File: src/rtl/child_slot_arbiter_if.sv
// child_slot_arbiter_if: request/grant bundle between the five children and
// the slot arbiter.
//   req     : per-child level request (driven by the children, master side)
//   gnt     : one-hot registered grant (driven by the arbiter, slave side)
//   gnt_id  : index of the current owner, meaningful only while busy=1
//   busy    : a grant is active
//   timeout : one-cycle pulse when the watchdog revokes an owner
interface child_slot_arbiter_if #(
  parameter int NUM_REQ = 5
);
  logic [NUM_REQ-1:0] req;
  logic [NUM_REQ-1:0] gnt;
  logic [2:0]         gnt_id;
  logic               busy;
  logic               timeout;

  modport master (output req, input gnt, gnt_id, busy, timeout);
  modport slave  (input req, output gnt, gnt_id, busy, timeout);
endinterface

File: src/rtl/child_slot_arbiter.sv
// child_slot_arbiter: round-robin owner of one shared execution slot.
// A child keeps the slot while it holds req; every handoff passes through
// a one-cycle GAP with no grant.
//   clk   : rising-edge clock
//   rst_n : synchronous active-low reset
//   bus   : child_slot_arbiter_if.slave (req in; gnt, gnt_id, busy, timeout out)
// Optional macro CHILD_ARB_WATCHDOG_EN adds a hold-time watchdog: an owner
// still requesting after HOLD_MAX grant cycles is revoked, pulses timeout and
// is masked until it drops req. Without it timeout is tied low.
module child_slot_arbiter #(
  parameter int NUM_REQ  = 5,
  parameter int HOLD_MAX = 16
) (
  input logic              clk,
  input logic              rst_n,
  child_slot_arbiter_if.slave bus
);
  typedef enum logic [1:0] {IDLE, GRANT, GAP} state_t;

  localparam logic [2:0] PTR_RST = 3'(NUM_REQ - 1);

  state_t             state, state_nx;
  logic [NUM_REQ-1:0] gnt;
  logic [2:0]         gnt_id;
  logic               busy;
  logic [2:0]         ptr;
  logic [NUM_REQ-1:0] mask;
  logic [NUM_REQ-1:0] cand, rot;
  logic [3:0]         off, sum;
  logic               sel_found;
  logic [2:0]         sel_idx;
  logic               owner_req, hold_expired;
  logic               do_grant, do_release, do_revoke;

  assign bus.gnt    = gnt;
  assign bus.gnt_id = gnt_id;
  assign bus.busy   = busy;

  // gnt is one-hot and registered, so it picks out the owner's request bit.
  assign owner_req = |(bus.req & gnt);

  // Circular search from ptr+1: rotate the doubled candidate vector so the
  // first position after the last owner lands at bit 0, then take the
  // lowest set bit and map it back.
  always_comb begin
    cand = bus.req & ~mask;
    rot  = NUM_REQ'({cand, cand} >> ({1'b0, ptr} + 4'd1));
    off  = '0;
    for (int j = NUM_REQ - 1; j >= 0; j--)
      if (rot[j]) off = 4'(j);
    sel_found = |cand;
    sum = {1'b0, ptr} + 4'd1 + off;
    if (sum >= 4'(NUM_REQ)) sum = sum - 4'(NUM_REQ);
    sel_idx = 3'(sum);
  end

  always_ff @(posedge clk) begin
    if (!rst_n) state <= IDLE;
    else        state <= state_nx;
  end

  always_comb begin
    state_nx   = state;
    do_grant   = 1'b0;
    do_release = 1'b0;
    do_revoke  = 1'b0;
    case (state)
      IDLE:  if (sel_found) begin
               do_grant = 1'b1;
               state_nx = GRANT;
             end
      GRANT: if (!owner_req) begin
               do_release = 1'b1;
               state_nx   = GAP;
             end else if (hold_expired) begin
               do_revoke = 1'b1;
               state_nx  = GAP;
             end
      GAP:   state_nx = IDLE;
      default: state_nx = IDLE;
    endcase
  end

  always_ff @(posedge clk) begin
    if (!rst_n) begin
      gnt    <= '0;
      gnt_id <= '0;
      busy   <= 1'b0;
      ptr    <= PTR_RST;
    end else if (do_grant) begin
      gnt    <= NUM_REQ'(1) << sel_idx;
      gnt_id <= sel_idx;
      ptr    <= sel_idx;
      busy   <= 1'b1;
    end else if (do_release || do_revoke) begin
      gnt  <= '0;
      busy <= 1'b0;
    end
  end

`ifdef CHILD_ARB_WATCHDOG_EN
  localparam int HW = $clog2(HOLD_MAX + 1);
  localparam logic [HW-1:0] HOLD_LAST = HW'(HOLD_MAX - 1);
  localparam logic [HW-1:0] HOLD_SAT  = HW'(HOLD_MAX);

  logic [HW-1:0] hold_cnt;
  logic          timeout;

  // hold_cnt reads k-1 in the k-th grant cycle, so the revoke decided at
  // HOLD_LAST leaves gnt high for exactly HOLD_MAX cycles.
  assign hold_expired = (hold_cnt == HOLD_LAST);
  assign bus.timeout  = timeout;

  always_ff @(posedge clk) begin
    if (!rst_n) begin
      hold_cnt <= '0;
      mask     <= '0;
      timeout  <= 1'b0;
    end else begin
      timeout <= do_revoke;
      // A revoked child stays masked until it lets go of req.
      mask    <= (mask & bus.req) | (do_revoke ? gnt : '0);
      if (do_grant)
        hold_cnt <= '0;
      else if (state == GRANT && hold_cnt != HOLD_SAT)
        hold_cnt <= hold_cnt + HW'(1);
    end
  end
`else
  assign hold_expired = 1'b0;
  assign mask         = '0;
  assign bus.timeout  = 1'b0;
`endif
endmodule

File: src/flat_wrapper.sv
// flat-port wrapper written by rule: the top's interface ports become plain ports
module child_slot_arbiter_flat 
#(
  parameter int NUM_REQ  = 5,
  parameter int HOLD_MAX = 16
)
  (clk, rst_n, bus_req, bus_gnt, bus_gnt_id, bus_busy, bus_timeout);
  child_slot_arbiter_if #(.NUM_REQ(NUM_REQ)) bus_i ();
  input logic clk;
  input logic rst_n;
  input wire logic [$bits(bus_i.req)-1:0] bus_req;
  output wire logic [$bits(bus_i.gnt)-1:0] bus_gnt;
  output wire logic [$bits(bus_i.gnt_id)-1:0] bus_gnt_id;
  output wire logic [$bits(bus_i.busy)-1:0] bus_busy;
  output wire logic [$bits(bus_i.timeout)-1:0] bus_timeout;
  assign bus_i.req = bus_req;
  assign bus_gnt = bus_i.gnt;
  assign bus_gnt_id = bus_i.gnt_id;
  assign bus_busy = bus_i.busy;
  assign bus_timeout = bus_i.timeout;
  child_slot_arbiter #(.NUM_REQ(NUM_REQ), .HOLD_MAX(HOLD_MAX)) u_core (.clk(clk), .rst_n(rst_n), .bus(bus_i));
endmodule
File: config.mk
export PLATFORM = sky130hd
export DESIGN_NAME = child_slot_arbiter_flat
export DESIGN_NICKNAME = d
export VERILOG_FILES = /design/src/rtl/child_slot_arbiter_if.sv /design/src/rtl/child_slot_arbiter.sv /design/src/flat_wrapper.sv
export SDC_FILE = /design/constraint.sdc
export NUM_CORES = 1
export LEC_CHECK = 0
export CAP_MARGIN = 40
export CORE_AREA = 2 2 51 53
export DETAILED_ROUTE_END_ITERATION = 12
export DIE_AREA = 0 0 53 55
export GPL_ROUTABILITY_DRIVEN = 0
export MAX_ROUTING_LAYER = met4
export PLACE_DENSITY = 0.66
export SYNTH_ARGS = -nofsm -noshare
export SYNTH_HDL_FRONTEND = slang
export SYNTH_SLANG_ARGS = --single-unit
File: constraint.sdc
create_clock -name clk -period 4.7 [get_ports clk]
set_input_delay 0.94 -clock clk [delete_from_list [all_inputs] [get_ports clk]]
set_output_delay 0.94 -clock clk [all_outputs]
set_load 0.02 [all_outputs]
==> run_summary.xml, run 1 <==
<?xml version="1.0" encoding="UTF-8"?>
<metrics>
  <group name="outcome">
    <metric name="outcome" unit="">completed</metric>
  </group>
  <group name="critical_path">
    <metric name="worst_ep_arrival_time" unit="ps">4500</metric>
    <metric name="critical_path.slowest_cell" unit="">fa_1</metric>
    <metric name="peak_per_stage_delay_on_the_critical_path" unit="ps">530</metric>
    <metric name="crit_path_cell_trace" unit="">clkdlybuf4s50_1 &gt; mux4_2 &gt; a221o_1 &gt; nand3_1 &gt; o31a_1 &gt; ha_1 &gt; inv_1 &gt; fa_1 &gt; inv_1 &gt; ha_1 &gt; nor2b_1 &gt; o211ai_2 &gt; mux2_2 &gt; a32oi_1 &gt; nor2_1</metric>
    <metric name="critPathCaptureType" unit="">register</metric>
    <metric name="critPathRequiredTime" unit="ps">4860</metric>
    <metric name="crit_path_start_kind" unit="">input port</metric>
    <metric name="critical_path_class" unit="">input port to register</metric>
    <metric name="reg2reg_slack" unit="ps">680</metric>
    <metric name="path_max_fanout" unit="">4</metric>
  </group>
  <group name="logic_synthesis">
    <metric name="yosysUniqueCellTypes" unit="">45</metric>
    <metric name="synth_top_area_frac" unit="">0.236</metric>
    <metric name="synth.yosys.seq_area_share" unit="">0.236</metric>
    <metric name="ys_seq_elements" unit="">12</metric>
    <metric name="ys_warn_count" unit="">0</metric>
    <metric name="post_synth_main_area_contributors" unit="">dfxtp_1, ha_1, nor2_1</metric>
    <metric name="synth_top_cell_by_area" unit="">dfxtp_1</metric>
    <metric name="synthesis.instances" unit="">124</metric>
    <metric name="synthesis.area_per_instance" unit="um^2">8.19</metric>
    <metric name="synth_area" unit="mm^2">0.00102</metric>
    <metric name="synthesis.nets" unit="">137</metric>
  </group>
  <group name="clock_tree">
    <metric name="tritoncts.num_buffers" unit="">3</metric>
    <metric name="cts.hold.buffers_added" unit="">0</metric>
    <metric name="path_clk_slew" unit="ps">80</metric>
    <metric name="tritoncts_num_sinks" unit="">12</metric>
    <metric name="htreeDepth" unit="">1</metric>
    <metric name="max-clock-path-buffers" unit="">2</metric>
    <metric name="clk_latency" unit="ps">270</metric>
    <metric name="tritoncts" unit="">built</metric>
    <metric name="cts_resized" unit="">0</metric>
    <metric name="clock_tree.root_cell" unit="">clkbuf_4</metric>
    <metric name="post_cts_buffers" unit="">0</metric>
  </group>
  <group name="pwr">
    <metric name="cellPowerDensity" unit="mW/mm^2">823</metric>
    <metric name="power.share.sequential" unit="">0.187</metric>
    <metric name="worst_ir_drop_vdd" unit="mV">0.460</metric>
    <metric name="sw_frac_of_total" unit="">0.473</metric>
    <metric name="leakage_power" unit="uW">0.000463</metric>
    <metric name="pwr-share-comb" unit="">0.733</metric>
    <metric name="p_clk_frac" unit="">0.080</metric>
    <metric name="intPower" unit="uW">530</metric>
    <metric name="power.net_switching" unit="uW">475</metric>
  </group>
  <group name="final_layout">
    <metric name="flow.area_growth_from_synthesis" unit="%">20.2</metric>
    <metric name="final_layout_size_suffix_gt1_frac" unit="">0.144</metric>
    <metric name="antenna-diode-count" unit="">0</metric>
    <metric name="finalCoreUtilization" unit="">0.516</metric>
    <metric name="nets" unit="">153</metric>
    <metric name="design_area" unit="mm^2">0.00122</metric>
    <metric name="layout_common_cells" unit="">clkdlybuf4s50_1, nor2_1, dfxtp_1, inv_1, nand2_1</metric>
    <metric name="mostFrequentLayoutCell" unit="">clkdlybuf4s50_1</metric>
  </group>
  <group name="timing">
    <metric name="fin_setup_tns" unit="ps">0</metric>
    <metric name="relSlewSlack" unit="">0.637</metric>
    <metric name="setup_repair_after_global_routing_missed_its_margin" unit="">false</metric>
    <metric name="worst_slew_pin_slew" unit="ps">544</metric>
    <metric name="post-route-min-period" unit="ps">4340</metric>
    <metric name="worst_clock_skew" unit="ps">6.19</metric>
    <metric name="fmax" unit="MHz">230</metric>
    <metric name="timing_hold_violations_final" unit="">0</metric>
    <metric name="slew_violations" unit="">0</metric>
    <metric name="report.final.setup_viol" unit="">0</metric>
    <metric name="finalCritPeriodShare" unit="">0.924</metric>
  </group>
  <group name="global_route">
    <metric name="grt_pass1_wl" unit="um">4140</metric>
    <metric name="gr-usage-all-layers" unit="">0.202</metric>
    <metric name="grt_pass1_vias" unit="">908</metric>
    <metric name="initial_antenna_violation_count" unit="">0</metric>
    <metric name="grt_max_degree" unit="">16</metric>
    <metric name="total_congestion_overflow_after_global_routing" unit="">0</metric>
  </group>
  <group name="floorplan">
    <metric name="ios" unit="">17</metric>
    <metric name="fp.dieW" unit="um">53</metric>
    <metric name="die_area" unit="mm^2">0.00292</metric>
    <metric name="floorplan.initialDensity" unit="">0.430</metric>
    <metric name="rows" unit="">18</metric>
    <metric name="core_area" unit="mm^2">0.00236</metric>
    <metric name="die-height" unit="um">55</metric>
  </group>
  <group name="route">
    <metric name="wl_per_cell" unit="um">14.1</metric>
    <metric name="vias" unit="">952</metric>
    <metric name="final_antenna_net_count" unit="">0</metric>
    <metric name="finalWirelength" unit="um">2380</metric>
    <metric name="route.detailed.drc" unit="">0</metric>
    <metric name="routed_via_density" unit="">5.63</metric>
    <metric name="dr.pass1.iters" unit="">4</metric>
    <metric name="initialDrtViolationCount" unit="">37</metric>
  </group>
  <group name="placement">
    <metric name="io_buffers" unit="">15</metric>
    <metric name="dpl-instance-area" unit="mm^2">0.00118</metric>
    <metric name="detailed_place_hpwl" unit="um">1840</metric>
  </group>
  <group name="hold_path">
    <metric name="worst_hold_path_type" unit="">register to register</metric>
  </group>
  <group name="job">
    <metric name="max-cap-violations" unit="">0</metric>
  </group>
</metrics>
==> per-stage QoR <==
step	total power, uW	std cells	setup slack, ps	hold WS, ps
after global routing	1120	169	152	516
after CTS	1010	169	369	489
after floorplan	741	124	621	504
final	1010	169	356	493
after global placement	907	165	199	465
after detailed placement	926	165	96.1	476
==> worst max-delay path, delay by kind of cell <==
kind                     cells  cell delay [ps]
AND/OR/NAND/NOR              3              290
multiplexers                 2              900
buffers and inverters        3              550
adder cells (fa/ha/maj)      3              930
AO/OA/AOI/OAI                4              850
==> registers in the layout, indices dropped and copies added, names as in the netlist <==
signal,flops
u_core.bus.gnt,5
u_core.state,2
u_core.bus.gnt_id,1
u_core.bus.busy,1
u_core.ptr,3
==> worst paths after layout <==
path	start	to	cells past startpoint
worst min register to register	u_core.bus.busy	u_core.bus.busy	2
worst min-delay path	u_core.bus.busy	u_core.bus.busy	2
worst max register to register	u_core.ptr[0]	u_core.bus.gnt[4]	14
worst max-delay path	bus_req[4]	u_core.bus.gnt[4]	15
==> synthesized netlist by cell type (all sizes together) <==
library cell	instances
o31ai	1
a211oi	7
ha	5
xor2	1
o31a	1
a22oi	3
o32ai	1
o22ai	1
nand4	2
conb	1
buf	7
inv	8
a32oi	1
a311o	1
dfxtp	12
mux4	1
o211ai	3
a21o	1
nand2b	2
a21oi	6
nor2	14
or4	1
o311a	1
fa	1
a221o	1
xnor2	2
mux2	2
clkbuf	2
nand3b	2
a31oi	2
o21ai	7
nand2	8
nor3	4
o21a	2
o311ai	1
nand3	2
mux2i	3
nor2b	4
==> cell type report <==
class / instances / area [um^2]
tap: 30 / 37.5
clock buffer: 4 / 36.3
inverter: 8 / 30.0
sequential: 12 / 240
timing repair buffer: 20 / 188
fill: 223 / 1140
multi-input combinational: 95 / 689
==> routing by layer <==
layer	GRT usage	up-vias	wire [um]
met5	-	-	0
met4	0.0897	0	17
met3	0.0269	3	79
met2	0.335	23	1170
met1	0.248	437	1120
li1	-	489	-
==> power by group through the flow <==
stage	clock network [uW]	logic, uW	registers, uW
6_report	80.9	737	188
5_1_grt	88.5	834	196
4_1_cts	83.6	742	187
3_5_place_dp	0	736	189
3_3_place_gp	0	719	188
2_1_floorplan	0	566	175
==> cells by family (layout without fill, tap and decap cells) <==
logic type / after synthesis / in the layout / share of synthesized area
DFF: 12 / 12 / 0.236
AOI/OAI and AO/OA: 40 / 40 / 0.305
buffers and inverters: 17 / 32 / 0.0850
adders and majority gates: 6 / 6 / 0.0813
and+or+nand+nor: 39 / 39 / 0.188
other: 1 / 1 / 0.00369
muxes: 6 / 6 / 0.0739
xor gates and xnor gates: 3 / 3 / 0.0259
(Power assumes the default switching activity.)
==> inputs of run 2 (changes only) <==
--- a/config.mk
+++ b/config.mk
@@ -5,13 +5,14 @@
 export SDC_FILE = /design/constraint.sdc
 export NUM_CORES = 1
 export LEC_CHECK = 0
-export CAP_MARGIN = 40
-export CORE_AREA = 2 2 51 53
+export CELL_PAD_IN_SITES_DETAIL_PLACEMENT = 0
+export CELL_PAD_IN_SITES_GLOBAL_PLACEMENT = 1
+export CORE_AREA = 2 2 63 65
 export DETAILED_ROUTE_END_ITERATION = 12
-export DIE_AREA = 0 0 53 55
+export DIE_AREA = 0 0 65 67
 export GPL_ROUTABILITY_DRIVEN = 0
 export MAX_ROUTING_LAYER = met4
-export PLACE_DENSITY = 0.66
+export PLACE_DENSITY = 0.59
 export SYNTH_ARGS = -nofsm -noshare
 export SYNTH_HDL_FRONTEND = slang
 export SYNTH_SLANG_ARGS = --single-unit
==> run 2 against run 1 <==
Register-to-register slack improved by 80 ps. Combinational power increased by 2%. Global-route usage decreased by 7.1 points. Die area increased by 49%. Non-clock buffer count increased by 1. Clock power increased by 37%. Setup slack improved by 21 ps. Sequential share of layout area decreased by 0.76 points. Clock skew decreased by 4.4 ps. Critical endpoint unchanged. Final area increased by 4.0%.
==> run_summary.xml, run 2 (same netlist as run 1, synthesis figures left out) <==
<?xml version="1.0" encoding="UTF-8"?>
<metrics>
  <group name="clock_tree">
    <metric name="htreeDepth" unit="">1</metric>
    <metric name="clock_tree.root_cell" unit="">clkbuf_8</metric>
    <metric name="tritoncts.num_buffers" unit="">3</metric>
    <metric name="cts_resized" unit="">0</metric>
    <metric name="tritoncts_num_sinks" unit="">12</metric>
    <metric name="cts.hold.buffers_added" unit="">0</metric>
    <metric name="tritoncts" unit="">built</metric>
    <metric name="post_cts_buffers" unit="">0</metric>
    <metric name="clk_latency" unit="ps">240</metric>
    <metric name="max-clock-path-buffers" unit="">2</metric>
    <metric name="path_clk_slew" unit="ps">50</metric>
  </group>
  <group name="global_route">
    <metric name="total_congestion_overflow_after_global_routing" unit="">0</metric>
    <metric name="gr-usage-all-layers" unit="">0.132</metric>
    <metric name="grt_pass1_wl" unit="um">4410</metric>
    <metric name="grt_pass1_vias" unit="">966</metric>
    <metric name="grt_max_degree" unit="">16</metric>
    <metric name="initial_antenna_violation_count" unit="">0</metric>
  </group>
  <group name="job">
    <metric name="max-cap-violations" unit="">0</metric>
  </group>
  <group name="timing">
    <metric name="slew_violations" unit="">0</metric>
    <metric name="worst_slew_pin_slew" unit="ps">539</metric>
    <metric name="post-route-min-period" unit="ps">4320</metric>
    <metric name="worst_clock_skew" unit="ps">1.77</metric>
    <metric name="timing_hold_violations_final" unit="">0</metric>
    <metric name="relSlewSlack" unit="">0.640</metric>
    <metric name="fmax" unit="MHz">231</metric>
    <metric name="report.final.setup_viol" unit="">0</metric>
    <metric name="setup_repair_after_global_routing_missed_its_margin" unit="">false</metric>
    <metric name="finalCritPeriodShare" unit="">0.920</metric>
    <metric name="fin_setup_tns" unit="ps">0</metric>
  </group>
  <group name="floorplan">
    <metric name="floorplan.initialDensity" unit="">0.282</metric>
    <metric name="ios" unit="">17</metric>
    <metric name="core_area" unit="mm^2">0.00361</metric>
    <metric name="fp.dieW" unit="um">65</metric>
    <metric name="die-height" unit="um">67</metric>
    <metric name="rows" unit="">22</metric>
    <metric name="die_area" unit="mm^2">0.00436</metric>
  </group>
  <group name="pwr">
    <metric name="report.power.total" unit="uW">1050</metric>
    <metric name="worst_ir_drop_vdd" unit="mV">0.303</metric>
    <metric name="leakage_power" unit="uW">0.000476</metric>
    <metric name="cellPowerDensity" unit="mW/mm^2">830</metric>
  </group>
  <group name="critical_path">
    <metric name="critPathRequiredTime" unit="ps">4820</metric>
    <metric name="crit_path_cell_trace" unit="">clkdlybuf4s50_1 &gt; mux4_2 &gt; a221o_1 &gt; nand3_1 &gt; o31a_1 &gt; ha_1 &gt; inv_1 &gt; fa_1 &gt; inv_1 &gt; ha_1 &gt; nor2b_1 &gt; o211ai_2 &gt; mux2_2 &gt; a32oi_1 &gt; nor2_1</metric>
    <metric name="critical_path.slowest_cell" unit="">fa_1</metric>
    <metric name="crit_path_start_kind" unit="">input port</metric>
    <metric name="peak_per_stage_delay_on_the_critical_path" unit="ps">550</metric>
    <metric name="critical_path_class" unit="">input port to register</metric>
    <metric name="path_max_fanout" unit="">3</metric>
    <metric name="critPathCaptureType" unit="">register</metric>
    <metric name="ff2ff_path_depth" unit="">14</metric>
    <metric name="worst_ep_arrival_time" unit="ps">4440</metric>
  </group>
  <group name="final_layout">
    <metric name="layout_common_cells" unit="">clkdlybuf4s50_1, nor2_1, dfxtp_1, inv_1, nand2_1</metric>
    <metric name="nets" unit="">154</metric>
    <metric name="mostFrequentLayoutCell" unit="">clkdlybuf4s50_1</metric>
    <metric name="largest_reg_flops" unit="">5</metric>
    <metric name="registers.top_by_ff_count" unit="">u_core.bus.gnt</metric>
    <metric name="flow.area_growth_from_synthesis" unit="%">25.0</metric>
    <metric name="antenna-diode-count" unit="">0</metric>
    <metric name="final_layout_size_suffix_gt1_frac" unit="">0.150</metric>
    <metric name="number_of_fill_cells" unit="">391</metric>
    <metric name="regs_by_ff_count" unit="">u_core.bus.gnt (5), u_core.ptr (3), u_core.state (2)</metric>
  </group>
  <group name="route">
    <metric name="routed_via_density" unit="">5.04</metric>
    <metric name="wl_per_cell" unit="um">13.2</metric>
    <metric name="vias" unit="">947</metric>
    <metric name="route.detailed.drc" unit="">0</metric>
    <metric name="finalWirelength" unit="um">2480</metric>
    <metric name="initialDrtViolationCount" unit="">100</metric>
    <metric name="final_antenna_net_count" unit="">0</metric>
    <metric name="dr.pass1.iters" unit="">4</metric>
  </group>
  <group name="hold_path">
    <metric name="worst_hold_path_type" unit="">register to register</metric>
    <metric name="worstHoldPathCells" unit="">2</metric>
  </group>
  <group name="placement">
    <metric name="detailed_place_hpwl" unit="um">1950</metric>
    <metric name="io_buffers" unit="">15</metric>
  </group>
  <group name="outcome">
    <metric name="outcome" unit="">completed</metric>
  </group>
</metrics>
-- run 2: layout make-up --
type                       count  area (um^2)  area share
clock buffer                   4         55.1      0.0433
inverter                       8         30.0      0.0236
multi-input combinational     95          689       0.543
sequential                    12          240       0.189
tap                           48         60.1      0.0473
timing repair buffer          21          195       0.154
-- run 2: worst max-delay path: cells and delay by family --
family          cells  cell delay, ps
mux                 2             890
simple gates        3             280
buf+inv             3             560
fa+ha+maj           3             920
compound gates      4             860
-- run 2: path summary, 6_finish.rpt --
check / slack, ps / endpoint / from
setup reg to reg: 760 / u_core.bus.gnt[4] / u_core.ptr[0]
hold / removal: 490 / u_core.bus.busy / u_core.bus.busy
setup / recovery: 380 / u_core.bus.gnt[4] / bus_req[4]
hold reg to reg: 490 / u_core.bus.busy / u_core.bus.busy
-- run 2: metal layers --
metal / share of wire / GRT usage / wire (um)
met5: 0 / - / 0
met4: 0.0056 / 0.0399 / 14
met3: 0.037 / 0.0152 / 92
met2: 0.49 / 0.231 / 1220
met1: 0.46 / 0.159 / 1150
-- run 2: through the flow --
step | instance area, um^2 | utilization | setup slack [ps] | cells | hold slack (ps)
CTS | 1270 | 0.352 | 377 | 188 | 493
floorplan | 1020 | - | 621 | 124 | 504
global route | 1270 | 0.352 | 116 | 188 | 525
detailed placement | 1210 | 0.337 | 131 | 184 | 482
finish | 1270 | 0.352 | 377 | 188 | 487
global placement | 1210 | 0.337 | 179 | 184 | 464
-- run 2: power by group --
part	switching (uW)	internal, uW
Clock	37.2	73.9
Sequential	54.5	133
Combinational	395	361
Total	486	568
